===== config.mk =====
export PLATFORM = sky130hd
export DESIGN_NAME = mem_initiator
export DESIGN_NICKNAME = d
export VERILOG_FILES = /design/src/rtl/mem_pkg.sv /design/src/rtl/mem_init_pattern.sv /design/src/rtl/mem_initiator.sv
export SDC_FILE = /design/constraint.sdc
export NUM_CORES = 1
export LEC_CHECK = 0
export BUFFER_PORTS_ARGS = -buffer_cell sky130_fd_sc_hd__buf_2
export CORE_ASPECT_RATIO = 1.25
export CORE_MARGIN = 4
export CORE_UTILIZATION = 50
export CTS_CLUSTER_SIZE = 14
export DETAILED_ROUTE_END_ITERATION = 6
export GPL_TIMING_DRIVEN = 0
export HOLD_SLACK_MARGIN = 0.12
export PLACE_DENSITY = 0.74
export SYNTH_ARGS = -nofsm -noshare
export SYNTH_HDL_FRONTEND = slang
export SYNTH_SLANG_ARGS = --single-unit

===== constraint.sdc =====
create_clock -name clk -period 5.55 [get_ports clk]
set_input_delay 0 -clock clk [delete_from_list [all_inputs] [get_ports clk]]
set_output_delay 0 -clock clk [all_outputs]
set_load 0.02 [all_outputs]

===== src/rtl/mem_pkg.sv =====
// mem_pkg: shared types and defaults for the mem_initiator self-test sweep.
//   - Default geometry (WIDTH_DEF, DEPTH_DEF, ADDR_WIDTH_DEF) and ERR_W.
//   - state_e: sweep FSM states. The second (inverted-pattern) write/read
//     pass states exist only when MEM_INIT_INV_PASS_EN is defined.
//   - Small state-classification helpers used by the FSM.
package mem_pkg;

    localparam int WIDTH_DEF      = 8;
    localparam int DEPTH_DEF      = 32;
    localparam int ADDR_WIDTH_DEF = $clog2(DEPTH_DEF);
    localparam int ERR_W          = ADDR_WIDTH_DEF + 2;

    typedef enum logic [3:0] {
        IDLE     = 4'd0,
        WR_REQ   = 4'd1,
        WR_WAIT  = 4'd2,
        RD_REQ   = 4'd3,
        RD_WAIT  = 4'd4,
`ifdef MEM_INIT_INV_PASS_EN
        WR2_REQ  = 4'd5,
        WR2_WAIT = 4'd6,
        RD2_REQ  = 4'd7,
        RD2_WAIT = 4'd8,
`endif
        DONE     = 4'd9
    } state_e;

    // States that put a request on the bus (valid high for one cycle).
    function automatic logic is_req(input state_e s);
        case (s)
            WR_REQ, RD_REQ: return 1'b1;
`ifdef MEM_INIT_INV_PASS_EN
            WR2_REQ, RD2_REQ: return 1'b1;
`endif
            default: return 1'b0;
        endcase
    endfunction

    // Write-request states: wdata is loaded on entry.
    function automatic logic is_wr_req(input state_e s);
        case (s)
            WR_REQ: return 1'b1;
`ifdef MEM_INIT_INV_PASS_EN
            WR2_REQ: return 1'b1;
`endif
            default: return 1'b0;
        endcase
    endfunction

    // States where ready is sampled and the timeout counter runs.
    function automatic logic is_wait(input state_e s);
        case (s)
            WR_WAIT, RD_WAIT: return 1'b1;
`ifdef MEM_INIT_INV_PASS_EN
            WR2_WAIT, RD2_WAIT: return 1'b1;
`endif
            default: return 1'b0;
        endcase
    endfunction

    // Read-wait states: rdata is compared against the expected pattern.
    function automatic logic is_rd_wait(input state_e s);
        case (s)
            RD_WAIT: return 1'b1;
`ifdef MEM_INIT_INV_PASS_EN
            RD2_WAIT: return 1'b1;
`endif
            default: return 1'b0;
        endcase
    endfunction

`ifdef MEM_INIT_INV_PASS_EN
    // Second-pass states use the inverted pattern.
    function automatic logic is_inv(input state_e s);
        case (s)
            WR2_REQ, WR2_WAIT, RD2_REQ, RD2_WAIT: return 1'b1;
            default: return 1'b0;
        endcase
    endfunction
`endif

endpackage


===== src/rtl/mem_init_pattern.sv =====
// mem_init_pattern: combinational sweep pattern generator.
//   pat = (addr zero-extended/truncated to WIDTH) ^ seed, optionally inverted.
// Ports:
//   addr_i   [ADDR_WIDTH-1:0]  word address
//   seed_i   [WIDTH-1:0]       latched sweep seed
//   invert_i                   1 = return the bitwise complement
//   pat_o    [WIDTH-1:0]       expected / write pattern
module mem_init_pattern #(
    parameter int WIDTH      = 8,
    parameter int ADDR_WIDTH = 5
) (
    input  logic [ADDR_WIDTH-1:0] addr_i,
    input  logic [WIDTH-1:0]      seed_i,
    input  logic                  invert_i,
    output logic [WIDTH-1:0]      pat_o
);

    logic [WIDTH-1:0] base_s;

    // Seeded address pattern with optional inversion.
    always_comb begin
        base_s = WIDTH'(addr_i) ^ seed_i;
        if (invert_i) begin
            pat_o = ~base_s;
        end else begin
            pat_o = base_s;
        end
    end

endmodule


===== src/rtl/mem_initiator.sv =====
// mem_initiator: valid/ready initiator that runs a memory self-test sweep.
// On an accepted start it writes pat(a) to every address, reads every address
// back and compares, then reports pass/fail, a saturating error count and the
// first failing address. A WAIT state that sees no ready for TIMEOUT cycles
// aborts the sweep with timeout_err. Two cycles per transaction.
// Optional build macro MEM_INIT_INV_PASS_EN adds a second write+read pass with
// the inverted pattern; errors accumulate over both read passes.
// Ports:
//   clk, res (async active-low), start, seed      control inputs
//   valid, wr_rd, addr, wdata / rdata, ready      memory request interface
//   busy, done, pass, err_cnt, first_err_addr,
//   timeout_err                                   registered status
module mem_initiator
    import mem_pkg::*;
#(
    parameter int WIDTH      = WIDTH_DEF,
    parameter int DEPTH      = DEPTH_DEF,
    parameter int ADDR_WIDTH = $clog2(DEPTH),
    parameter int TIMEOUT    = 15
) (
    input  logic                  clk,
    input  logic                  res,
    input  logic                  start,
    input  logic [WIDTH-1:0]      seed,
    output logic                  valid,
    output logic                  wr_rd,
    output logic [ADDR_WIDTH-1:0] addr,
    output logic [WIDTH-1:0]      wdata,
    input  logic [WIDTH-1:0]      rdata,
    input  logic                  ready,
    output logic                  busy,
    output logic                  done,
    output logic                  pass,
    output logic [ADDR_WIDTH+1:0] err_cnt,
    output logic [ADDR_WIDTH-1:0] first_err_addr,
    output logic                  timeout_err
);

    localparam int EW = ADDR_WIDTH + 2;
    localparam int TW = $clog2(TIMEOUT + 1);

    state_e                state_q, state_d;
    logic [WIDTH-1:0]      seed_q, seed_d;
    logic [ADDR_WIDTH-1:0] addr_q, addr_d;
    logic                  wr_rd_q, wr_rd_d;
    logic [WIDTH-1:0]      wdata_q, wdata_d;
    logic                  valid_q, valid_d;
    logic                  busy_q, busy_d;
    logic                  done_q, done_d;
    logic                  pass_q, pass_d;
    logic [EW-1:0]         err_q, err_d;
    logic [ADDR_WIDTH-1:0] ferr_q, ferr_d;
    logic                  tout_q, tout_d;
    logic [TW-1:0]         tcnt_q, tcnt_d;

    logic [WIDTH-1:0]      pat_wr_s, pat_rd_s;
    logic                  inv_nxt_s, inv_cur_s;
    logic                  last_s;
    logic [ADDR_WIDTH-1:0] addr_inc_s;

`ifdef MEM_INIT_INV_PASS_EN
    assign inv_nxt_s = is_inv(state_d);
    assign inv_cur_s = is_inv(state_q);
`else
    assign inv_nxt_s = 1'b0;
    assign inv_cur_s = 1'b0;
`endif

    assign last_s     = (addr_q == ADDR_WIDTH'(DEPTH - 1));
    assign addr_inc_s = addr_q + ADDR_WIDTH'(1);

    // Write data for the request being issued on the next edge.
    mem_init_pattern #(.WIDTH(WIDTH), .ADDR_WIDTH(ADDR_WIDTH)) u_pat_wr (
        .addr_i   (addr_d),
        .seed_i   (seed_d),
        .invert_i (inv_nxt_s),
        .pat_o    (pat_wr_s)
    );

    // Expected read data for the address currently being waited on.
    mem_init_pattern #(.WIDTH(WIDTH), .ADDR_WIDTH(ADDR_WIDTH)) u_pat_rd (
        .addr_i   (addr_q),
        .seed_i   (seed_q),
        .invert_i (inv_cur_s),
        .pat_o    (pat_rd_s)
    );

    // Sweep FSM next-state, compare, timeout and status logic.
    always_comb begin
        state_d = state_q;
        seed_d  = seed_q;
        addr_d  = addr_q;
        wr_rd_d = wr_rd_q;
        done_d  = done_q;
        pass_d  = pass_q;
        err_d   = err_q;
        ferr_d  = ferr_q;
        tout_d  = tout_q;
        tcnt_d  = tcnt_q;

        case (state_q)
            IDLE, DONE: begin
                if (start) begin
                    seed_d  = seed;
                    done_d  = 1'b0;
                    pass_d  = 1'b0;
                    err_d   = {EW{1'b0}};
                    ferr_d  = {ADDR_WIDTH{1'b0}};
                    tout_d  = 1'b0;
                    addr_d  = {ADDR_WIDTH{1'b0}};
                    wr_rd_d = 1'b1;
                    state_d = WR_REQ;
                end else begin
                    state_d = state_q;
                end
            end
            WR_REQ:  begin state_d = WR_WAIT; tcnt_d = {TW{1'b0}}; end
            RD_REQ:  begin state_d = RD_WAIT; tcnt_d = {TW{1'b0}}; end
            WR_WAIT: begin
                if (ready && last_s) begin
                    addr_d = {ADDR_WIDTH{1'b0}}; wr_rd_d = 1'b0; state_d = RD_REQ;
                end else if (ready) begin
                    addr_d = addr_inc_s; state_d = WR_REQ;
                end else begin
                    state_d = state_q;
                end
            end
            RD_WAIT: begin
                if (ready && last_s) begin
`ifdef MEM_INIT_INV_PASS_EN
                    addr_d = {ADDR_WIDTH{1'b0}}; wr_rd_d = 1'b1; state_d = WR2_REQ;
`else
                    state_d = DONE;
`endif
                end else if (ready) begin
                    addr_d = addr_inc_s; state_d = RD_REQ;
                end else begin
                    state_d = state_q;
                end
            end
`ifdef MEM_INIT_INV_PASS_EN
            WR2_REQ: begin state_d = WR2_WAIT; tcnt_d = {TW{1'b0}}; end
            RD2_REQ: begin state_d = RD2_WAIT; tcnt_d = {TW{1'b0}}; end
            WR2_WAIT: begin
                if (ready && last_s) begin
                    addr_d = {ADDR_WIDTH{1'b0}}; wr_rd_d = 1'b0; state_d = RD2_REQ;
                end else if (ready) begin
                    addr_d = addr_inc_s; state_d = WR2_REQ;
                end else begin
                    state_d = state_q;
                end
            end
            RD2_WAIT: begin
                if (ready && last_s) begin
                    state_d = DONE;
                end else if (ready) begin
                    addr_d = addr_inc_s; state_d = RD2_REQ;
                end else begin
                    state_d = state_q;
                end
            end
`endif
            default: state_d = IDLE;
        endcase

        // Abort when ready has been missing for TIMEOUT consecutive WAIT cycles.
        if (is_wait(state_q) && !ready) begin
            if (tcnt_q == TW'(TIMEOUT - 1)) begin
                tout_d  = 1'b1;
                state_d = DONE;
            end else begin
                tcnt_d = tcnt_q + TW'(1);
            end
        end else begin
            tcnt_d = tcnt_d;
        end

        // err_q==0 means no earlier mismatch, so this one is the first.
        if (is_rd_wait(state_q) && ready && (rdata != pat_rd_s)) begin
            err_d = (err_q == {EW{1'b1}}) ? err_q : err_q + EW'(1);
            if (err_q == {EW{1'b0}}) begin
                ferr_d = addr_q;
            end else begin
                ferr_d = ferr_q;
            end
        end else begin
            err_d = err_d;
        end

        if ((state_d == DONE) && (state_q != DONE)) begin
            done_d = 1'b1;
            pass_d = (err_d == {EW{1'b0}}) && !tout_d;
        end else begin
            done_d = done_d;
        end

        valid_d = is_req(state_d);
        busy_d  = (state_d != IDLE) && (state_d != DONE);
    end

    // Load the write pattern on entry to a write request; hold otherwise.
    always_comb begin
        if (is_wr_req(state_d)) begin
            wdata_d = pat_wr_s;
        end else begin
            wdata_d = wdata_q;
        end
    end

    // State and output registers.
    always_ff @(posedge clk or negedge res) begin
        if (!res) begin
            state_q <= IDLE;
            seed_q  <= {WIDTH{1'b0}};
            addr_q  <= {ADDR_WIDTH{1'b0}};
            wr_rd_q <= 1'b0;
            wdata_q <= {WIDTH{1'b0}};
            valid_q <= 1'b0;
            busy_q  <= 1'b0;
            done_q  <= 1'b0;
            pass_q  <= 1'b0;
            err_q   <= {EW{1'b0}};
            ferr_q  <= {ADDR_WIDTH{1'b0}};
            tout_q  <= 1'b0;
            tcnt_q  <= {TW{1'b0}};
        end else begin
            state_q <= state_d;
            seed_q  <= seed_d;
            addr_q  <= addr_d;
            wr_rd_q <= wr_rd_d;
            wdata_q <= wdata_d;
            valid_q <= valid_d;
            busy_q  <= busy_d;
            done_q  <= done_d;
            pass_q  <= pass_d;
            err_q   <= err_d;
            ferr_q  <= ferr_d;
            tout_q  <= tout_d;
            tcnt_q  <= tcnt_d;
        end
    end

    assign valid          = valid_q;
    assign wr_rd          = wr_rd_q;
    assign addr           = addr_q;
    assign wdata          = wdata_q;
    assign busy           = busy_q;
    assign done           = done_q;
    assign pass           = pass_q;
    assign err_cnt        = err_q;
    assign first_err_addr = ferr_q;
    assign timeout_err    = tout_q;

endmodule


==> results_dict.tcl <==
set metrics [dict create \
    async_flop_share_pct 100 \
    cts.path.max_buffers 2 \
    timing.rr.start "addr[0]" \
    finClkSkew_ns 0.0117 \
    multi_input_area_um2 1260 \
    setup_viol 0 \
    critical-path-top-delay-family "simple AND/OR/NAND/NOR gates" \
    synth_seq_cells 47 \
    synth_cell_types 45 \
    start_util_pct 52.3 \
    final_common_cell "buf_2" \
    fin_tns_setup_ns 0 \
    grt_pass1_vias 2129 \
    die_area_um2 6270 \
    syn_area_um2 2530 \
    r2r.worst_path.cells 10 \
    io_buffer_count 49 \
    critPathArrivalTime_ns 2.77 \
    route.detailed.drc 0 \
    ys.flop_type "dfrtp_1" \
    worstHoldPathCells 3 \
    routed_via_density 5.50 \
    cts.sinks 47 \
    cts_tree "yes" \
    antenna_found_initial 0 \
    power.density_nw_per_um2 476 \
    final.min_clock_period_ns 2.53 \
    synth_edf_count 0 \
    routed_wl_mm 5.89 \
    yosysWarningCount 0 \
    clk_pin_slew_ns 0.09 \
    criticalPathCategory "flop to flop" \
    final_cell_mix "buf_2 (52), dfrtp_1 (47), nand2_1 (45)" \
    antenna_left 0 \
    cp_max_fo 10 \
    gr-total-overflow 0 \
    synth_nets 293 \
    max_freq_mhz 395 \
    crit_required_ns 5.79 \
    gp_congestion 0.864 \
    root_buffer "clkbuf_8" \
    synth_area_leaders "dfrtp_1 (46%), nand2_1 (6.7%), xnor3_1 (4.5%)" \
    grt_max_degree 48 \
    slowest_stage "dfrtp_1" \
    nets 359 \
    max_stage_delay_ns 0.47 \
    total_power_mw 1.47 \
    drt_iter0_drc 135 \
    regToRegSetupSlack_ns 3.02 \
    cts_htree_levels 2 \
    hold_viol_final 0 \
    synth_top_area_share_pct 46.5 \
    grt_setup_unrepaired "false" \
    cpMostUsedCell "ha_1" \
    syn_inst 267 \
    syn_to_final_growth_pct 22.1 \
    max_slew_margin_pct 28.2 \
    cap_violations 0 \
    final_max_slew_viol_count 0 \
    critPathBufInv 1 \
    grt_first_pass_wirelength_mm 10.0 \
    layout_setup_ws_ns 3.02 \
    die_w_um 71.6 \
    worst_slew_pin_slew_ns 1.08 \
    hold_class "input pin to flop" \
    die_h_um 87.5 \
    r2r_end "wdata[1]" \
    pre_cts_ws_ns 3.08 \
    wl_per_cell_um 14.9 \
    clock_latency_ns 0.31 \
    num_vias 2171 \
    hp-start "ready" \
    crit_chain "ha_1 > and3_1 > ha_1 > nand2b_1 > nor2_1 > o21ai_0 > nand3_1 > clkbuf_1 > a21oi_1 > a31oi_1" \
    pin_count 51 \
    core_area_um2 4830 \
    ys_seq_area_share_pct 46.5 \
    cts_inserted_buffers 5 \
    nFillCells 411 \
    startpoint_type "flop" \
    period_share_pct 45.6 \
    drt_first_pass_iters 4 \
    seqCellArea_um2 1180 \
    finish.utilization_pct 63.9 \
    vdd_drop_max_v 0.000256 \
    syn_area_per_cell_um2 9.48 \
    place_hpwl_mm 4.21 \
    outcome "finished, final reports clean" \
    drive_gt1_share_pct 20.1 \
    end_kind "flop" \
    hold_end "wr_rd" \
    power_leakage_nw 1.50 \
    num_rows 28 \
    grt_usage_pct 20.2 \
    synth_top_area_cell "dfrtp_1" \
    postCtsSetupRepairBufs 0 \
]
-- through the flow --
stage               cells  hold slack [ns]  cell area, µm²
CTS                   394            0.287            3090
detailed placement    376            0.218            2850
global placement      376            0.215            2850
floorplan             267           -0.296            2530
finish                395            0.306            3090
global route          394            0.322            3090
-- Yosys cell counts (all sizes together) (2+ instances only) --
cell type	n
a211oi	3
a21oi	16
a31oi	7
a41oi	2
and2	2
and3	4
buf	3
clkbuf	10
dfrtp	47
ha	6
inv	11
mux2	4
mux2i	6
nand2	45
nand2b	3
nand3	16
nand4	4
nor2	17
nor2b	4
nor3	6
nor4b	3
o21ai	16
o31ai	2
o32a	2
or2	2
xnor2	9
xnor3	5
-- metal layers --
| layer | global-route usage (%) | share of wire [%] |
|---|---|---|
| met5 | 0 | 0 |
| met4 | 8.72 | 2.2 |
| met3 | 4.13 | 5.2 |
| met2 | 32.3 | 49 |
| met1 | 26.9 | 44 |
-- how the worst max path moves through the flow --
stage                          start        to  slack, ns  cells past startpoint
after global routing      state_q[0]  wdata[4]       2.65                      9
after detailed placement     addr[0]  wdata[1]       3.08                     10
after global placement       addr[0]  wdata[3]       3.08                     10
after CTS                    addr[0]  wdata[1]       3.05                     10
after floorplan           err_cnt[0]      pass       3.18                      9
final                        addr[0]  wdata[1]       3.02                     10
-- tightest hold or removal path, stage by stage --
cell	delay (ns)
clkbuf_1	0.23
nand2_1	0.19
o32a_1	0.15
-- layout make-up --
cell class / count / share of cell area [%]
Antenna cell: 1 / 0.0810
Buffer: 13 / 1.70
Clock buffer: 5 / 2.23
Clock inverter: 3 / 2.19
Inverter: 11 / 1.34
Multi-Input combinational cell: 196 / 40.8
Sequential cell: 47 / 38.1
Tap cell: 60 / 2.43
Timing Repair Buffer: 59 / 11.2
-- registers in the layout (all words and copies together) (netlist names) --
| name | flops |
|---|---|
| err_cnt | 7 |
| pass | 1 |
| addr | 5 |
| first_err_addr | 5 |
| seed_q | 8 |
| valid | 1 |
| done | 1 |
| wdata | 8 |
| tcnt_q | 4 |
| busy | 1 |
| state_q | 4 |
| wr_rd | 1 |
| timeout_err | 1 |
-- power breakdown --
group,internal (mW),switching [mW],total (mW)
clock,0.180,0.120,0.300
sequential,0.437,0.0732,0.510
combinational,0.275,0.384,0.659
-- timing repair --
item | 4_1_cts | 5_1_grt
resized for setup | 0 | 0
hold buffers | 10 | 0
endpoints found under the hold margin | 59 | 0
-- cells by family (layout without fill, tap and decap cells) --
family / after synthesis / in the layout / share of synthesized area (%)
XOR/XNOR: 15 / 15 / 7.91
buffers and inverters: 24 / 91 / 3.71
flip-flops: 47 / 47 / 46.5
adder cells (fa/ha/maj): 6 / 6 / 2.97
AO/OA/AOI/OAI: 55 / 55 / 13.7
other: 0 / 1 / 0
multiplexers: 10 / 10 / 4.30
AND/OR/NAND/NOR: 110 / 110 / 21.0
Power figures use the tool's default switching activity.
